**src/rtl/count_enable_gen_pkg.sv**
```systemverilog
// Shared constants for the count-enable generator, used by board tops and benches.
package count_enable_gen_pkg;

  typedef enum logic {
    MODE_STEP = 1'b0,
    MODE_RUN  = 1'b1
  } mode_e;

  localparam int unsigned CLK_HZ                  = 50000000;
  localparam int unsigned DEFAULT_DEBOUNCE_CYCLES = 500000;
  localparam int unsigned DEFAULT_TICK_DIV        = 50000000;

  // Counter width for a modulo-n counter, never narrower than one bit.
  function automatic int unsigned cnt_width(input int unsigned n);
    return (n > 1) ? $clog2(n) : 1;
  endfunction

endpackage

```
**src/rtl/key_debouncer.sv**
```systemverilog
// Two-flop synchroniser and stable-count debouncer for an active-low pushbutton;
// also provides a one-cycle press strobe on each debounced press.
module key_debouncer
  import count_enable_gen_pkg::*;
#(
  parameter int unsigned DEBOUNCE_CYCLES = DEFAULT_DEBOUNCE_CYCLES
) (
  input  logic clk,
  input  logic clear,
  input  logic key_n,
  output logic pressed,
  output logic press
);

  localparam int unsigned      DB_W    = cnt_width(DEBOUNCE_CYCLES);
  localparam logic [DB_W-1:0]  DB_LAST = DB_W'(DEBOUNCE_CYCLES - 1);

  logic            sync1;
  logic            sync2;
  logic            key_s;
  logic            pressed_q;
  logic [DB_W-1:0] db_cnt;

  assign key_s = ~sync2;
  assign press = pressed & ~pressed_q;

  always_ff @(posedge clk) begin
    if (clear) begin
      sync1     <= 1'b1;
      sync2     <= 1'b1;
      db_cnt    <= '0;
      pressed   <= 1'b0;
      pressed_q <= 1'b0;
    end else begin
      sync1     <= key_n;
      sync2     <= sync1;
      pressed_q <= pressed;
      // Any return to the current level restarts qualification.
      if (key_s == pressed) begin
        db_cnt <= '0;
      end else if (db_cnt == DB_LAST) begin
        pressed <= key_s;
        db_cnt  <= '0;
      end else begin
        db_cnt <= db_cnt + 1'b1;
      end
    end
  end

endmodule

```
**src/rtl/count_enable_gen.sv**
```systemverilog
// Count-enable pulse generator: one Tick per debounced press (step mode) or
// one Tick every TICK_DIV cycles (free-run mode), gated by Run.
module count_enable_gen
  import count_enable_gen_pkg::*;
#(
  parameter int unsigned DEBOUNCE_CYCLES = DEFAULT_DEBOUNCE_CYCLES,
  parameter int unsigned TICK_DIV        = DEFAULT_TICK_DIV
) (
  input  logic Clock,
  input  logic Clear,
  input  logic Key_n,
  input  logic Mode,
  input  logic Run,
  output logic Tick,
  output logic Pressed
);

  localparam int unsigned      DIV_W    = cnt_width(TICK_DIV);
  localparam logic [DIV_W-1:0] DIV_LAST = DIV_W'(TICK_DIV - 1);

  logic             press;
  logic             mode_chg;
  mode_e            mode_q;
  logic [DIV_W-1:0] div_cnt;

  key_debouncer #(
    .DEBOUNCE_CYCLES(DEBOUNCE_CYCLES)
  ) u_debouncer (
    .clk    (Clock),
    .clear  (Clear),
    .key_n  (Key_n),
    .pressed(Pressed),
    .press  (press)
  );

  assign mode_chg = (Mode != logic'(mode_q));

  always_ff @(posedge Clock) begin
    if (Clear) begin
      Tick    <= 1'b0;
      div_cnt <= '0;
      mode_q  <= MODE_STEP;
    end else begin
      mode_q <= mode_e'(Mode);
      if (mode_chg) begin
        div_cnt <= '0;
        Tick    <= 1'b0;
      end else if (mode_q == MODE_STEP) begin
        Tick <= press & Run;
      end else if (press) begin
        // A press in free-run realigns the divider phase to this cycle.
        div_cnt <= '0;
        Tick    <= 1'b0;
      end else if (!Run) begin
        Tick <= 1'b0;
      end else if (div_cnt == DIV_LAST) begin
        div_cnt <= '0;
        Tick    <= 1'b1;
      end else begin
        div_cnt <= div_cnt + 1'b1;
        Tick    <= 1'b0;
      end
    end
  end

endmodule

```
**config.mk**
```make
export PLATFORM = sky130hd
export DESIGN_NAME = count_enable_gen
export DESIGN_NICKNAME = d
export VERILOG_FILES = /design/src/rtl/count_enable_gen_pkg.sv /design/src/rtl/key_debouncer.sv /design/src/rtl/count_enable_gen.sv
export SDC_FILE = /design/constraint.sdc
export NUM_CORES = 1
export LEC_CHECK = 0
export CAP_MARGIN = 25
export CORE_ASPECT_RATIO = 0.9
export CORE_UTILIZATION = 40
export CTS_BUF_LIST = sky130_fd_sc_hd__clkbuf_8
export DETAILED_ROUTE_END_ITERATION = 8
export PLACE_DENSITY = 0.67
export SLEW_MARGIN = 25
export SYNTH_ARGS = -nofsm -noshare
export SYNTH_HDL_FRONTEND = slang
export SYNTH_HIERARCHICAL = 1
export SYNTH_SLANG_ARGS = --single-unit
export TNS_END_PERCENT = 100
```
**constraint.sdc**
```tcl
create_clock -name Clock -period 1.8 [get_ports Clock]
set_clock_uncertainty 0.05 [all_clocks]
set_input_delay 0.36 -clock Clock [delete_from_list [all_inputs] [get_ports Clock]]
set_output_delay 0.36 -clock Clock [all_outputs]
set_load 0.02 [all_outputs]
```
# Word-level counts from Yosys, hierarchy flattened
# Cells that the tools add are included.
totals:
  ff_bits: 51
  latch_bits: 0
  mem_bits_rw: 0
  mem_bits_ro: 0
  inputBits: 5
  out_inout_bits: 2
  elab_cells: 31
  mem_count: 0
op_classes:
  add_sub_neg: 2
  mul: 0
  n_div: 0
  n_lt_le_gt_ge: 0
  eq_ne: 4
  shift: 0
  mux: 7
  bitwise_logic: 5
  n_reduce_logical: 5
op_table:
  columns: ["cell", "n"]
  rows:
  - ["two-way mux 26 bit", 3]
  - ["adder 26 x 1 -> 26 bit (second input constant)", 1]
  - ["== test 26 bit (second input constant)", 1]
  - ["adder 19 x 1 -> 19 bit (second input constant)", 1]
  - ["== test 19 bit (second input constant)", 1]
  - ["two-way mux 1 bit", 4]
  - ["AND reduction 2 bit", 2]
  - ["inverter 1 bit", 3]
  - ["OR reduction 3 bit", 1]
  - ["AND 1 bit", 2]
  - ["nonzero test 2 bit", 1]
  - ["OR reduction 2 bit", 1]
  - ["== test 1 bit", 1]
  - ["inequality test 1 bit", 1]

# Logic depth before layout (Yosys ltp)
# Gate-level depths: netlist of the first run.
logic_depth:
  depth_word: 5
  ltp_mapped: 8
  ltp_nobuf: 6

# By module
# The synthesis of the first run kept the hierarchy.
modules_own_cells:
  columns: ["module", "instances", "cells_per_inst", "area_each_um2", "seq_area_each_um2"]
  rows:
  - ["count_enable_gen", 1, 195, 1581.5, 560.5]
  - ["key_debouncer", 1, 111, 1002.2, 460.4]

# Least setup slack after synthesis of the first run
# Ideal clock, no wire load.
synth_timing:
  path_kind: "register -> register"
  start: "register div_cnt[0]"
  end: "register div_cnt[25]"
  setup_ps: 74
  arrival_ps: 1838
  t_required_ps: 1676
  setup_slack_ps: -162
  stages_incl_launch_ff: 9
  path_buffers: 2
  period_less_slack_ps: 1962
  cell_sequence: "dfxtp_1 -> ha_1 -> and3_1 -> clkbuf_1 -> and4_2 -> a211oi_4 -> buf_6 -> nand3b_1 -> a31oi_1"
synth_between:
  elab_chain_cells: 4
  word_cells_on_any_way: 5
  cone_classes: "add/sub (1); eq/ne (1); mux (3)"
synth_rtl:
  columns: ["element", "line_no", "text"]
  rows:
  - ["from (decl)", "count_enable_gen.sv:24", "logic [DIV_W-1:0] div_cnt;"]
  - ["from (signal assigned)", "count_enable_gen.sv:60", "div_cnt <= div_cnt + 1'b1;"]
  - ["adder 26 x 1 -> 26 bit or == test 26 bit (tied branches)", "count_enable_gen.sv:60, count_enable_gen.sv:56", null]
  - ["two-way mux 26 bit (*)", "count_enable_gen.sv:56", "end else if (div_cnt == DIV_LAST) begin"]
  - ["two-way mux 26 bit (*)", "count_enable_gen.sv:54", "end else if (!Run) begin"]
  - ["two-way mux 26 bit (*)", "count_enable_gen.sv:50", "end else if (press) begin"]
# Every way passes the cells marked *; elsewhere a longest branch is shown, timed or not. The select of a mux whose other input is x is not followed.
# A chain may end at the register's enable or synchronous reset.

# Worst setup path in the final report of the first run
layout_timing:
  start: "register div_cnt[16]"
  end: "register div_cnt[22]"
# Same word-level chain as after synthesis.

==> results.json, run 1 <==
{
  "crit_buf_inv": 2,
  "drtIter0Drc": 99,
  "relSlewSlack_pct": 76.08,
  "overflow": 0,
  "outcome": "complete, but fails checks",
  "wire_per_inst_microns": 13.38,
  "p_total_mw": 1.896,
  "cp-start-kind": "flip-flop",
  "ir_drop_v": 0.0002588,
  "slew_viol_final": 0,
  "num_antenna_cells": 0,
  "power.leakage_nw": 1.165,
  "fmax_mhz": 512.2,
  "power_switching_mw": 0.4381,
  "syn_area_per_cell_sq_um": 8.444,
  "htreeDepth": 2,
  "cts_root_buf": "clkbuf_8",
  "core-area_sq_um": 6182,
  "layout-drive-gt1-share_pct": 30.59,
  "drt.antenna.violating_nets": 0,
  "nets": 382,
  "synthCells": 306,
  "num_io_pins": 7,
  "whs_ps": 374.8,
  "cts_buffers": 5,
  "tritoncts": "yes",
  "hold_violations": 0,
  "crit_chain": "or4_4 > nor4_4 > buf_6 > a211oi_4 > buf_6 > a31oi_1 > a31oi_1",
  "netlist_area_sq_um": 2584,
  "slowest_delay_ps": 550,
  "critPathArrivalTime_ps": 2090,
  "cts_buffer_depth": 2,
  "finish.instance_area_sq_um": 3412,
  "cap_viol_max_count": 0,
  "synth_top_cell_by_area": "dfxtp_1",
  "cp_max_fo": 7,
  "synth.top_cell.area_share_pct": 39.52,
  "rows": 27,
  "hp-class": "flip-flop to flip-flop",
  "antenna_found_initial": 0,
  "ys_ff_latch": 51,
  "ys_seq_area_share_pct": 39.52,
  "p_sw_share_pct": 23.10,
  "pwr-share-comb_pct": 7.2,
  "initial_core_util_pct": 41.79,
  "setup_viol": 22,
  "via_count": 2430,
  "violations": "negative setup slack",
  "power_frac_seq_pct": 59.9,
  "dp_hpwl_microns": 4256,
  "synth.most_common_cell": "dfxtp_1",
  "drc_errors": 0,
  "cpLargestDelayFamily": "simple AND/OR/NAND/NOR gates",
  "cpMaxStageDelayCell": "or4_4",
  "tns_ps": -1823,
  "powerDensity_nw_per_um2": 555.8,
  "intPower_mw": 1.458,
  "grt_util_all_layers_pct": 18.61,
  "synth_enable_flop_cells": 0,
  "dr.pass1.iters": 4,
  "routed_wl_microns": 6197,
  "grt_max_degree": 20,
  "synth_area_leaders": "dfxtp_1, nor2_1, xnor2_1, nand2_1, nand3_1",
  "clk_latency_ps": 300,
  "syn_to_final_growth_pct": 32.06,
  "place_congestion": 0.8039,
  "die_y_microns": 78.25,
  "syn_nets": 313,
  "cts.clk_slew.worst_paths_ps": 100,
  "async_reset_ff_share_pct": 0,
  "viasPerCell": 5.248,
  "worstSetupPathType": "flip-flop to flip-flop",
  "grt_pass1_wl_microns": 10190,
  "ys_types": 51,
  "die_w_microns": 86.72,
  "post-route-period-util_pct": 108.5,
  "max_slew.worst_pin.slew_ps": 357.6,
  "place_area_sq_um": 3132,
  "pre_cts_ws_ps": -358.5,
  "yosys_warnings": 6,
  "cp.required_ps": 1940,
  "die-area_sq_um": 6785,
  "period_needed_ps": 1952,
  "share_clk_of_total_power_pct": 33.0,
  "grt_pass1_vias": 2352,
  "synth_ff_type": "dfxtp_1",
  "clock_sinks": 51,
  "synthTopCellsByCount": "dfxtp_1, nor2_1, nand2_1",
  "rsz0062_at_grt": "true",
  "worst_slack_ps": -152.4,
  "portBuffers": 6,
  "end_kind": "flip-flop"
}
==> path summary, 6_finish.rpt <==
path                        to  slack [ps]              start  cells after the start
max                div_cnt[22]        -150        div_cnt[16]                      7
min          u_debouncer/sync2         370  u_debouncer/sync1                      1
min reg2reg  u_debouncer/sync2         370  u_debouncer/sync1                      1
max reg2reg        div_cnt[22]        -150        div_cnt[16]                      7
==> power by group through the flow <==
stage / logic (mW) / registers, mW / clock network, mW
5_1_grt: 0.146 / 1.14 / 0.690
4_1_cts: 0.125 / 1.14 / 0.641
3_3_place_gp: 0.117 / 1.16 / 0
6_report: 0.136 / 1.14 / 0.625
3_5_place_dp: 0.118 / 1.16 / 0
2_1_floorplan: 0.0655 / 1.16 / 0
==> placed cells by master, fill, tap and decap left out, types with 3 or more instances in the layout <==
master           Yosys  layout
nand3_1             19      15
o22ai_1              3       3
a21oi_1             12       7
clkbuf_8             2       5
xor2_1               5       5
dfxtp_2              0       6
and4_1               5       5
nand3_2              1       5
nand2_1             29      29
xnor2_1             16      16
inv_1                8      10
dfxtp_1             51      45
nor2b_1              4       3
buf_4                1      60
and3_1               6       5
nor3_1              10      10
nand4_1              7       7
o21ai_0              7       6
nand2b_1             3       3
nor4_1              10      10
or3_1                3       3
a32oi_1              3       3
nor2_1              38      37
a21oi_2              1       5
nand3b_1             5       5
clkdlybuf4s50_1      0       6
a31oi_1             15      13
buf_6                2       6
==> layer usage <==
layer	vias to the layer above	part of all wire [%]	GRT usage (%)
li1	1245	-	-
met5	-	0	0
met4	0	0.98	5.000
met2	47	47	31.51
met1	1132	49	24.38
met3	6	3.3	3.155
==> area by class of cell <==
cell class                      instances  area (sq um)
Clock buffer                            5         68.82
Fill cell                             547          2770
Multi-Input combinational cell        236          1565
Inverter                                8         30.03
Timing Repair Buffer                   73         598.1
Sequential cell                        51          1028
Clock inverter                          3         12.51
Tap cell                               87         108.9
==> sequential cells by signal, indices dropped and copies added (netlist names) <==
register,count
mode_q,1
u_debouncer/pressed_q,1
u_debouncer/db_cnt,19
u_debouncer/sync2,1
div_cnt,26
u_debouncer/pressed,1
Tick,1
u_debouncer/sync1,1
==> through the flow <==
stage                     cells  utilization (%)
after floorplan             306                -
final                       463            55.19
after CTS                   460            53.43
after detailed placement    445            50.66
after global routing        463            55.19
after global placement      445            50.66
==> kinds of logic after synthesis <==
| family | share of synthesized area (%) |
|---|---|
| fa+ha+maj | 0.9684 |
| xor+xnor | 7.118 |
| mux | 0.4358 |
| simple gates | 34.77 |
| buf+inv | 4.407 |
| compound gates | 12.78 |
| flops | 39.52 |
==> repair_timing <==
| action | 4_1_cts | 5_1_grt |
|---|---|---|
| resized for setup | 11 | 20 |
| cloned | 1 | 1 |
| setup buffers | 6 | 2 |
| pin swaps | 10 | 10 |
| endpoints found under the setup margin | 24 | 26 |
| hold buffers | 0 | 0 |
==> worst reg2reg max path: cells and delay by family, from the launching register on <==
kind	cells	cell delay, ps
flip-flops	1	320
buffers and inverters	2	320
AND/OR/NAND/NOR	2	850
AO/OA/AOI/OAI	3	330
(Power assumes the default switching activity.)
==> inputs of run 2 (changes only) <==
--- a/config.mk
+++ b/config.mk
@@ -9,11 +9,11 @@
 export CORE_ASPECT_RATIO = 0.9
 export CORE_UTILIZATION = 40
 export CTS_BUF_LIST = sky130_fd_sc_hd__clkbuf_8
+export CTS_CLUSTER_SIZE = 10
 export DETAILED_ROUTE_END_ITERATION = 8
 export PLACE_DENSITY = 0.67
 export SLEW_MARGIN = 25
 export SYNTH_ARGS = -nofsm -noshare
 export SYNTH_HDL_FRONTEND = slang
-export SYNTH_HIERARCHICAL = 1
 export SYNTH_SLANG_ARGS = --single-unit
 export TNS_END_PERCENT = 100
==> results.json, run 2 <==
{
  "outcome": "complete, but fails checks",
  "violations": "negative setup slack",
  "initial_core_util_pct": 41.80,
  "power.leakage_nw": 1.232,
  "clock_sinks": 51,
  "cp.required_ps": 1990,
  "routed_wl_microns": 5648,
  "synth.top_cell.area_share_pct": 39.73,
  "post-route-period-util_pct": 100.5,
  "hp-class": "flip-flop to flip-flop",
  "place_congestion": 0.8844,
  "grt_util_all_layers_pct": 17.69,
  "cp-start-kind": "flip-flop",
  "die_w_microns": 86.49,
  "layout-drive-gt1-share_pct": 25.42,
  "cts.clk_slew.worst_paths_ps": 100,
  "synthTopCellsByCount": "dfxtp_1, nor2_1, nand2_1",
  "grt_max_degree": 19,
  "max_slew.worst_pin.slew_ps": 463.8,
  "num_antenna_cells": 0,
  "portBuffers": 6,
  "syn_nets": 301,
  "grt_pass1_vias": 2129,
  "syn_area_per_cell_sq_um": 8.771,
  "synth_area_leaders": "dfxtp_1, nor2_1, xnor2_1, xor2_1, nand4_1",
  "syn_to_final_growth_pct": 30.82,
  "largest-register": "div_cnt",
  "top_regs": "div_cnt x26, u_debouncer.db_cnt x19",
  "synth_enable_flop_cells": 0,
  "overflow": 0,
  "drtIter0Drc": 135,
  "async_reset_ff_share_pct": 0,
  "die-area_sq_um": 6750,
  "viasPerCell": 5.261,
  "cts_buffers": 5,
  "core-area_sq_um": 6148,
  "dp_hpwl_microns": 4031,
  "ir_drop_v": 0.0003744,
  "synth_ff_type": "dfxtp_1",
  "htreeDepth": 2,
  "ys_types": 51,
  "critPathArrivalTime_ps": 1990,
  "final_cell_mix": "buf_4, dfxtp_1, nor2_1, nand2_1",
  "powerDensity_nw_per_um2": 629.7,
  "num_io_pins": 7,
  "largest_reg_flops": 26,
  "end_kind": "flip-flop",
  "ys_seq_area_share_pct": 39.73,
  "period_needed_ps": 1809,
  "relSlewSlack_pct": 69.05,
  "fillers": 560,
  "hold_violations": 0,
  "cts_buffer_depth": 2,
  "rows": 27,
  "drt.antenna.violating_nets": 0,
  "mostFrequentLayoutCell": "buf_4",
  "setup_viol": 2,
  "nets": 361,
  "place_area_sq_um": 3064,
  "holdBufCountCts": 0,
  "synth.most_common_cell": "dfxtp_1",
  "finish.instance_area_sq_um": 3362,
  "fmax_mhz": 552.7,
  "post-route-util_pct": 54.68,
  "grt_pass1_wl_microns": 9535,
  "die_y_microns": 78.04,
  "cp_max_fo": 2,
  "antenna_found_initial": 0,
  "rsz0062_at_grt": "true",
  "netlist_area_sq_um": 2570,
  "cap_viol_max_count": 0,
  "wire_per_inst_microns": 12.81,
  "via_count": 2320,
  "yosys_warnings": 0,
  "synth_top_cell_by_area": "dfxtp_1",
  "clk_latency_ps": 310,
  "tritoncts": "yes",
  "cts_root_buf": "clkbuf_8",
  "ys_ff_latch": 51,
  "worst_slack_ps": -9.280,
  "slew_viol_final": 0,
  "dr.pass1.iters": 4,
  "worstSetupPathType": "flip-flop to flip-flop",
  "synthCells": 293,
  "drc_errors": 0
}
==> run 2: changes by cell type after synthesis, moves of 4 or more <==
cell	previous run	this run
a21oi_1	12	3
and2_1	2	6
and3_1	6	2
and4_1	5	9
clkbuf_1	7	2
nand2_1	29	23
nand3_1	19	10
nand4_1	7	18
nor2_1	38	44
o21ai_0	7	2
xor2_1	5	13
==> run 2: final timing paths <==
check,start,to,slack [ps],depth (start not counted)
worst max-delay path,div_cnt[0],div_cnt[18],-9,8
worst min-delay path,u_debouncer.sync1,u_debouncer.sync2,370,1
worst max register to register,div_cnt[0],div_cnt[18],-9,8
worst min register to register,u_debouncer.sync1,u_debouncer.sync2,370,1
==> run 2: area by class of cell <==
cell class / count / area [sq um] / share of cell area (%)
Timing Repair Buffer: 62 / 528.0 / 15.71
Multi-Input combinational cell: 227 / 1554 / 46.22
Inverter: 6 / 22.52 / 0.6699
Clock buffer: 6 / 82.58 / 2.456
Sequential cell: 51 / 1027 / 30.55
Clock inverter: 2 / 38.79 / 1.154
Tap cell: 87 / 108.9 / 3.238
==> run 2: cells by family after synthesis <==
family	count (synthesis)	synth area share, %
AND/OR/NAND/NOR	160	35.20
flip-flops	51	39.73
AO/OA/AOI/OAI	31	8.715
XOR/XNOR	31	10.56
buffers and inverters	15	3.554
adder cells (fa/ha/maj)	3	1.461
multiplexers	2	0.7790
==> run 2: routing by layer <==
metal,vias to the layer above,part of all wire [%],GRT usage [%]
met2,48,46,27.62
met4,0,1.0,7.167
met5,-,0,0
met3,4,4.2,3.155
met1,1092,49,24.11
li1,1176,-,-
==> run 2: metrics by stage <==
step	setup slack (ps)	hold slack, ps	setup TNS [ps]	cells	total power, mW
floorplan	1.615	339.5	0	293	1.226
global placement	-203.2	346.3	-3982	426	1.272
detailed placement	-252.6	351.6	-5079	426	1.273
CTS	-15.81	379.9	-15.81	436	2.127
global route	-118.6	403.7	-893.6	441	2.195
finish	-9.280	374.5	-10.39	441	2.117
==> run 2: worst max-delay path, cell delays in order (launching register included) <==
cell,delay [ps]
dfxtp_2,360
ha_4,140
nand4_1,100
buf_4,160
nor4_4,250
buf_4,180
nand4_1,90
or2_0,230
o211ai_1,170
==> run 2: where the power goes <==
group | switching [mW] | leakage, nW | internal (mW)
Combinational | 0.0673 | 0.756 | 0.0624
Sequential | 0.00499 | 0.414 | 1.13
Clock | 0.393 | 0.0618 | 0.458
==> run 2: what timing repair did <==
| item | in CTS | in global routing |
|---|---|---|
| buffers inserted | 2 | 5 |
| endpoints found under the setup margin | 21 | 42 |
| gates resized for setup | 7 | 15 |
| pin swaps | 4 | 8 |
